--- config.mk ---
export PLATFORM = sky130hd
export DESIGN_NAME = ccff_chain_loader
export DESIGN_NICKNAME = d
export VERILOG_FILES = /design/src/rtl/ccff_loader_pkg.sv /design/src/rtl/ccff_word_serializer.sv /design/src/rtl/ccff_chain_loader.sv
export SDC_FILE = /design/constraint.sdc
export NUM_CORES = 1
export LEC_CHECK = 0
export CORE_UTILIZATION = 57
export CTS_CLUSTER_DIAMETER = 200
export CTS_CLUSTER_SIZE = 20
export DETAILED_ROUTE_END_ITERATION = 12
export MAX_ROUTING_LAYER = met4
export PLACE_DENSITY_LB_ADDON = 0.05
export SETUP_SLACK_MARGIN = 0.1
export SLEW_MARGIN = 25
export SYNTH_ARGS = -nofsm -noshare
export SYNTH_HDL_FRONTEND = slang
export SYNTH_SLANG_ARGS = --single-unit
export TNS_END_PERCENT = 10
--- constraint.sdc ---
create_clock -name prog_clk -period 4.2 [get_ports prog_clk]
set_input_delay 1.05 -clock prog_clk [delete_from_list [all_inputs] [get_ports prog_clk]]
set_output_delay 1.05 -clock prog_clk [all_outputs]
set_load 0.01 [all_outputs]
--- src/rtl/ccff_loader_pkg.sv ---
// Shared types and helpers for the configuration-chain loader.
package ccff_loader_pkg;

    typedef enum logic [1:0] {
        S_IDLE,
        S_RUN,
        S_DONE
    } state_e;

    // Number of bitstream words needed to cover the whole chain.
    function automatic int unsigned words_per_load(input int unsigned chain_len,
                                                   input int unsigned word_w);
        return (chain_len + word_w - 1) / word_w;
    endfunction

endpackage

--- src/rtl/ccff_word_serializer.sv ---
// Parallel-in / serial-out word buffer, MSB first, with a ready look-ahead
// so that a new word can be loaded on the edge that consumes the last bit.
module ccff_word_serializer
    import ccff_loader_pkg::*;
#(
    parameter int unsigned WORD_W = 8
) (
    input  logic              clk_i,
    input  logic              rst_i,
    input  logic              clear_i,
    input  logic              room_i,
    input  logic              shift_i,
    input  logic              valid_i,
    input  logic [WORD_W-1:0] data_i,
    output logic              ready_o,
    output logic              accept_o,
    output logic              avail_o,
    output logic              bit_o
);

    localparam int unsigned BITS_W = $clog2(WORD_W + 1);

    logic [WORD_W-1:0] sreg_q, sreg_d;
    logic [BITS_W-1:0] word_bits_q, word_bits_d;

    assign avail_o  = (word_bits_q != '0);
    assign bit_o    = sreg_q[WORD_W-1];
    assign ready_o  = room_i && (!avail_o || ((word_bits_q == BITS_W'(1)) && shift_i));
    assign accept_o = ready_o && valid_i;

    // Next word/remaining-bit state: a load replaces the word whose last bit shifts out now.
    always_comb begin
        sreg_d      = sreg_q;
        word_bits_d = word_bits_q;
        if (clear_i) begin
            word_bits_d = '0;
        end else if (accept_o) begin
            sreg_d      = data_i;
            word_bits_d = BITS_W'(WORD_W);
        end else if (shift_i) begin
            sreg_d      = sreg_q << 1;
            word_bits_d = word_bits_q - BITS_W'(1);
        end
    end

    // Word and bit-count registers.
    always_ff @(posedge clk_i or posedge rst_i) begin
        if (rst_i) begin
            sreg_q      <= '0;
            word_bits_q <= '0;
        end else begin
            sreg_q      <= sreg_d;
            word_bits_q <= word_bits_d;
        end
    end

endmodule

--- src/rtl/ccff_chain_loader.sv ---
// Programming-side driver for the configuration chain: serializes bitstream
// words onto ccff_head, gates prog_clk via ccff_clk_en, optionally verifies
// the previous chain contents emerging on ccff_tail.
module ccff_chain_loader
    import ccff_loader_pkg::*;
#(
    parameter int unsigned WORD_W    = 8,
    parameter int unsigned CHAIN_LEN = 1024,
    parameter int unsigned CNT_W     = $clog2(CHAIN_LEN + 1)
) (
    input  logic              prog_clk,
    input  logic              reset,
    input  logic              start,
    input  logic              verify,
    input  logic              s_valid,
    output logic              s_ready,
    input  logic [WORD_W-1:0] s_data,
    output logic              ccff_head,
    output logic              ccff_clk_en,
    input  logic              ccff_tail,
    output logic              busy,
    output logic              done,
    output logic              mismatch,
    output logic [CNT_W-1:0]  bits_shifted
);

    localparam int unsigned WPL  = words_per_load(CHAIN_LEN, WORD_W);
    localparam int unsigned WA_W = $clog2(WPL + 1);

    state_e            state_q, state_d;
    logic              verify_q, verify_d;
    logic              head_q, head_d;
    logic              en_q, en_d;
    logic              mm_q, mm_d;
    logic [CNT_W-1:0]  cnt_q, cnt_d;
    logic [WA_W-1:0]   words_q, words_d;

    logic ser_bit, ser_avail, ser_accept;
    logic room, shift, clear, chain_open, last_edge;

    // A bit already registered (en_q) will be captured this edge, so it counts as issued.
    assign chain_open = en_q ? (cnt_q < CNT_W'(CHAIN_LEN - 1)) : (cnt_q < CNT_W'(CHAIN_LEN));
    assign shift      = (state_q == S_RUN) && ser_avail && chain_open;
    assign room       = (state_q == S_RUN) && (words_q < WA_W'(WPL));
    assign clear      = (state_q == S_IDLE) && start;
    assign last_edge  = en_q && (cnt_q == CNT_W'(CHAIN_LEN - 1));

    ccff_word_serializer #(
        .WORD_W(WORD_W)
    ) u_ser (
        .clk_i   (prog_clk),
        .rst_i   (reset),
        .clear_i (clear),
        .room_i  (room),
        .shift_i (shift),
        .valid_i (s_valid),
        .data_i  (s_data),
        .ready_o (s_ready),
        .accept_o(ser_accept),
        .avail_o (ser_avail),
        .bit_o   (ser_bit)
    );

    // FSM next state, bit counter, verify compare and shift output staging.
    always_comb begin
        state_d  = state_q;
        verify_d = verify_q;
        head_d   = head_q;
        en_d     = 1'b0;
        mm_d     = mm_q;
        cnt_d    = cnt_q;
        words_d  = words_q;

        if (en_q) begin
            cnt_d = cnt_q + CNT_W'(1);
            if (verify_q && (ccff_tail != head_q)) begin
                mm_d = 1'b1;
            end
        end
        if (ser_accept) begin
            words_d = words_q + WA_W'(1);
        end
        if (shift) begin
            head_d = ser_bit;
            en_d   = 1'b1;
        end

        case (state_q)
            S_IDLE: begin
                if (start) begin
                    state_d  = S_RUN;
                    verify_d = verify;
                    cnt_d    = '0;
                    mm_d     = 1'b0;
                    words_d  = '0;
                end
            end
            S_RUN: begin
                if (last_edge) begin
                    state_d = S_DONE;
                end
            end
            S_DONE: begin
                state_d = S_IDLE;
            end
            default: begin
                state_d = S_IDLE;
            end
        endcase
    end

    // State and output registers; reset clears the enable at once so no edge leaks out.
    always_ff @(posedge prog_clk or posedge reset) begin
        if (reset) begin
            state_q  <= S_IDLE;
            verify_q <= 1'b0;
            head_q   <= 1'b0;
            en_q     <= 1'b0;
            mm_q     <= 1'b0;
            cnt_q    <= '0;
            words_q  <= '0;
        end else begin
            state_q  <= state_d;
            verify_q <= verify_d;
            head_q   <= head_d;
            en_q     <= en_d;
            mm_q     <= mm_d;
            cnt_q    <= cnt_d;
            words_q  <= words_d;
        end
    end

    assign ccff_head    = head_q;
    assign ccff_clk_en  = en_q;
    assign busy         = (state_q == S_RUN);
    assign done         = (state_q == S_DONE);
    assign mismatch     = mm_q;
    assign bits_shifted = cnt_q;

endmodule
=== Word-level counts from Yosys, hierarchy flattened ===
Index checks and enable logic that the tools add are counted.

* Output and inout bits: 17
* Bits in registers: 37
* Word-level logic and storage cells: 61

* Reduce and logical (&&, ||, !) cells: 18
* $add $sub $neg: 3
* Order comparisons: 3
* Eq/ne operators: 7
* Multiplexer cells: 20
* Bitwise operators: 1

{| class="wikitable"
|+ Operators by type and width
! operator !! number
|-
| $mux 8 || 5
|-
| $mux 11 || 3
|-
| $mux 4 || 3
|-
| $add 11x1->11 const B || 1
|-
| $eq 11x10->1 const B || 1
|-
| $lt 11x10->1 const B || 1
|-
| $lt 11x11->1 const B || 1
|-
| $logic_and 1x1->1 || 9
|-
| $add 8x1->8 const B || 1
|-
| $lt 8x8->1 const B || 1
|-
| $mux 1 || 6
|-
| $reduce_and 2->1 || 3
|-
| $eq 4x1->1 const B || 1
|-
| $mux 2 || 2
|-
| $pmux 2 s2 || 1
|-
| $reduce_bool 4->1 || 1
|-
| $sub 4x1->4 const B || 1
|-
| $reduce_bool 3->1 || 1
|-
| $eq 2x1->1 const B || 1
|-
| $eq 2x2->1 const B || 1
|-
| $logic_not 2->1 || 1
|-
| $ne 2x1->1 const B || 1
|-
| $ne 2x2->1 const B || 1
|-
| $reduce_bool 2->1 || 1
|-
| 4 further kinds || 4
|}

=== Longest topological paths before layout ===
* Depth after elaboration: 10
* Mapped depth: 7

=== By module ===
A second synthesis with hierarchy kept.

* Cells, all modules: 188
* Area, all modules: 1931.9 um^2

{| class="wikitable"
|+ By module, submodules not included
! module !! area each (um^2) !! times used !! cells an instance !! sequential area each (um^2)
|-
| ccff_chain_loader || 1198.6 || 1 || 116 || 625.6
|-
| ccff_word_serializer || 733.2 || 1 || 72 || 300.3
|}

=== Least setup slack after synthesis ===
No wires, ideal clock.

* Path type: register to output
* From: register u_ser.word_bits_q[0]
* To: output port s_ready
* Stages on the path, launching flop included: 6
* Setup slack: 1.548 ns
* Buffers on the path: 0
* Arrival time: 1.602 ns
* Required time: 3.150 ns
* Cells stage by stage: dfrtp_1 -> inv_1 -> ha_1 -> a211oi_1 -> a31oi_1 -> nor3_1

* Longest elaborated chain between the ends: 6

{| class="wikitable"
|+ RTL lines
! what !! line !! text
|-
| start: declaration || ccff_word_serializer.sv:24 || <nowiki>logic [BITS_W-1:0] word_bits_q, word_bits_d;</nowiki>
|-
| start signal: assignment || ccff_word_serializer.sv:53 || <nowiki>word_bits_q <= word_bits_d;</nowiki>
|-
| $reduce_bool 4->1 || ccff_word_serializer.sv:26 || <nowiki>assign avail_o = (word_bits_q != '0);</nowiki>
|-
| $logic_and 1x1->1 (2 in a row) || ccff_chain_loader.sv:43 || <nowiki>assign shift = (state_q == S_RUN) && ser_avail && chain_open;</nowiki>
|-
| $logic_and 1x1->1 || ccff_word_serializer.sv:28 || <nowiki>assign ready_o = room_i && (!avail_o || ((word_bits_q == BITS_W'(1)) && shift_i));</nowiki>
|-
| $logic_or 1x1->1 * || ccff_word_serializer.sv:28 ||
|-
| $logic_and 1x1->1 * || ccff_word_serializer.sv:28 ||
|-
| end: declaration || ccff_chain_loader.sv:16 || <nowiki>output logic s_ready,</nowiki>
|}

Every way passes the cells marked *; elsewhere a longest branch is shown, timed or not.

=== Final worst setup path ===
Ends and elaborated chain as after synthesis.

==> results.sh <==
export IMPL_vias_per_cell=6.01
export IMPL_power_mw=0.570
export IMPL_grt_antenna_before_repair=0
export IMPL_io_pin_count=31
export IMPL_cp_num_buf_inv=2
export IMPL_cts_resized=0
export IMPL_ys_flop_type="dfrtp_1"
export IMPL_yosysTopAreaCell="dfrtp_1"
export IMPL_syn_cell_area_um2=2020
export IMPL_cts_max_path_buffers=2
export IMPL_n_antenna_cell=0
export IMPL_critPathArrivalTime_ps=2570
export IMPL_hpwl_um=3240
export IMPL_die_area_um2=3790
export IMPL_multiInputGateArea_um2=1030
export IMPL_cp_start_kind="flop"
export IMPL_peakVddDrop_v=0.000184
export IMPL_whs_ps=504
export IMPL_ys_top_cells_by_area="dfrtp_1 (46%), nor2_1 (3.9%), ha_1 (3.1%)"
export IMPL_drtIter0Drc=113
export IMPL_synth_simple_area_share_pct=27.5
export IMPL_drv_cap=0
export IMPL_finalCritPeriodShare_pct=86.2
export IMPL_drc=0
export IMPL_post_synth_cell_area_avg_um2=9.92
export IMPL_root_buffer="clkbuf_4"
export IMPL_via_count=1678
export IMPL_overflow=0
export IMPL_use_met1_pct=35.9
export IMPL_grt_pass1_wl_um=7330
export IMPL_status="finished, final reports clean"
export IMPL_grt_busiest_layer="met2"
export IMPL_grt_start_max_net_pins=28
export IMPL_worst_ep_required_time_ps=3150
export IMPL_leakage_nw=0.985
export IMPL_hold_viol=0
export IMPL_synth_cells=204
export IMPL_start_util_pct=60.2
export IMPL_ys_seq_area_share_pct=45.7
export IMPL_mostFrequentLayoutCell="dfrtp_1"
export IMPL_hp_start="verify_q"
export IMPL_synth_async_reset_ratio_pct=100
export IMPL_met2_usage_pct=43.0
export IMPL_cp_slowest_cell="clkdlybuf4s50_1"
export IMPL_synth_nets=223
export IMPL_cp_end_kind="output pin"
export IMPL_cp_max_fo=8
export IMPL_drive_gt1_share_pct=8.58
export IMPL_ant_nets=0
export IMPL_hold_class="flop to flop"
export IMPL_grt_use_total_pct=27.9
export IMPL_post_cts_buffers=0
export IMPL_final_cell_area_um2=2400
export IMPL_num_fill_cells=279
export IMPL_startpoint="u_ser.word_bits_q[0]"
export IMPL_worst_slack_ps=580
export IMPL_hold_buffers=0
export IMPL_crit_family="compound AO/OA/AOI/OAI gates"
export IMPL_final_cell_mix="dfrtp_1 (37), clkdlybuf4s50_1 (30), nor2_1 (21), nand2_1 (14), nor3_1 (11)"
export IMPL_yosysTopAreaCellShare_pct=45.7
export IMPL_setup_tns_ps=0
export IMPL_register_area_um2=926
export IMPL_grt_pass1_vias=1563
export IMPL_path_cells="inv_1, ha_1, a211oi_1, a31oi_1, nor3_1, clkdlybuf4s50_1"
export IMPL_core_area_um2=3360
export IMPL_synth_compound_area_share_pct=13.5
export IMPL_wire_per_inst_um=16.2
export IMPL_synth_edff_count=0
export IMPL_die_w_um=61.6
export IMPL_tritoncts_num_buffers=5
export IMPL_layout_nets=252
export IMPL_syn2layout_area_growth_pct=18.5
export IMPL_pre_cts_slack_ps=980
export IMPL_drt_wl_total_um=4530
export IMPL_worst_pin_slew_ps=807
export IMPL_grtUsageMet3_pct=6.30
export IMPL_synth_mux_area_share_pct=2.22
export IMPL_clock_sinks=37
export IMPL_yosys_warnings=0
export IMPL_rsz0062_at_grt="no"
export IMPL_yosys_register_bits=37
export IMPL_h_tree_depth=2
export IMPL_slew_headroom_pct=45.8
export IMPL_powerDensity_nw_per_um2=238
export IMPL_die_y_um=61.6
export IMPL_clk_pin_slew_worst_paths_ps=110
export IMPL_cts_tree="yes"
export IMPL_finalSetupViolCount=0
export IMPL_placementRows=21
export IMPL_fin_crit_ps=3620
export IMPL_placed_cell_area_um2=2340
export IMPL_insertion_delay_ps=350
export IMPL_synth_top_family_by_area="simple AND/OR/NAND/NOR gates"
export IMPL_fin_skew_ps=8.55
export IMPL_gp_congestion=0.849
export IMPL_synth_cell_types=45
export IMPL_numPortBuffers=30
export IMPL_fmax_ghz=0.276
export IMPL_synth_adder_area_share_pct=3.09
export IMPL_worst_path_largest_cell_delay_ps=560
export IMPL_path_class="flop to output pin"
export IMPL_r2r_start="u_ser.word_bits_q[0]"
export IMPL_drt_first_pass_iters=4
export IMPL_synthXorXnorAreaFrac_pct=4.33
export IMPL_slew_viol_final=0
layout make-up:
cell class | count | area share, %
Multi-Input combinational cell | 153 | 43.0
Sequential cell | 37 | 38.6
Timing Repair Buffer | 31 | 12.8
Tap cell | 46 | 2.40
Clock buffer | 7 | 2.30
Inverter | 5 | 0.887
cells in the mapped netlist, types with 3 or more instances:
library cell / instances
o21ai_0: 5
or4_1: 6
dfrtp_1: 37
inv_1: 4
o31ai_1: 5
nand2_1: 14
nand3_1: 5
mux2i_1: 3
clkbuf_1: 5
nand4_1: 4
nor4_1: 7
o211ai_1: 3
xnor2_1: 3
nor2_1: 21
xor2_1: 7
and3_1: 5
ha_1: 5
a21oi_1: 8
or3_1: 4
a211oi_1: 8
nand2b_1: 5
nor3_1: 12
worst reg2reg max path: cells and delay by family (launching register included):
family | cells | cell delay (ps)
AO/OA/AOI/OAI | 1 | 310
adder cells (fa/ha/maj) | 1 | 320
AND/OR/NAND/NOR | 2 | 900
flip-flops | 1 | 430
buffers and inverters | 1 | 80
power breakdown:
group / internal [mW] / switching [mW] / leakage [nW]
Combinational: 0.0119 / 0.0101 / 0.515
Clock: 0.0790 / 0.113 / 0.0314
Sequential: 0.356 / 0 / 0.439
per-layer routing:
layer	part of all wire, %	vias up
met5	0	-
met4	1.5	0
met3	4.3	8
met2	49	47
met1	46	812
li1	-	811
path summary, 6_finish.rpt:
check                             endpoint  slack, ps  cells after the start
setup / recovery                   s_ready        580                      6
hold / removal                    verify_q        500                      2
setup reg to reg           u_ser.sreg_q[1]       2060                      5
hold reg to reg                   verify_q        500                      2
max in group asynchronous       words_q[6]       2550                      3
min in group asynchronous  u_ser.sreg_q[4]       1070                      2
registers in the layout, summed over array words and instances (netlist names):
| signal | cells |
|---|---|
| ccff_head | 1 |
| state_q | 2 |
| mismatch | 1 |
| ccff_clk_en | 1 |
| u_ser.sreg_q | 8 |
| verify_q | 1 |
| u_ser.word_bits_q | 4 |
| bits_shifted | 11 |
| words_q | 8 |
stage by stage:
step | cells | utilization (%)
2_1_floorplan | 204 | -
4_1_cts | 279 | 71.3
3_5_place_dp | 272 | 69.7
3_3_place_gp | 272 | 69.5
6_report | 279 | 71.3
5_1_grt | 279 | 71.3
logic make-up (layout without fill, tap and decap cells):
group                      after synthesis  after routing
buffers and inverters                   14             43
DFF                                     37             37
muxes                                    4              4
and+or+nand+nor                         96             96
xor gates and xnor gates                10             10
AOI/OAI and AO/OA                       38             38
adders and majority gates                5              5
Power figures use the tool's default switching activity.
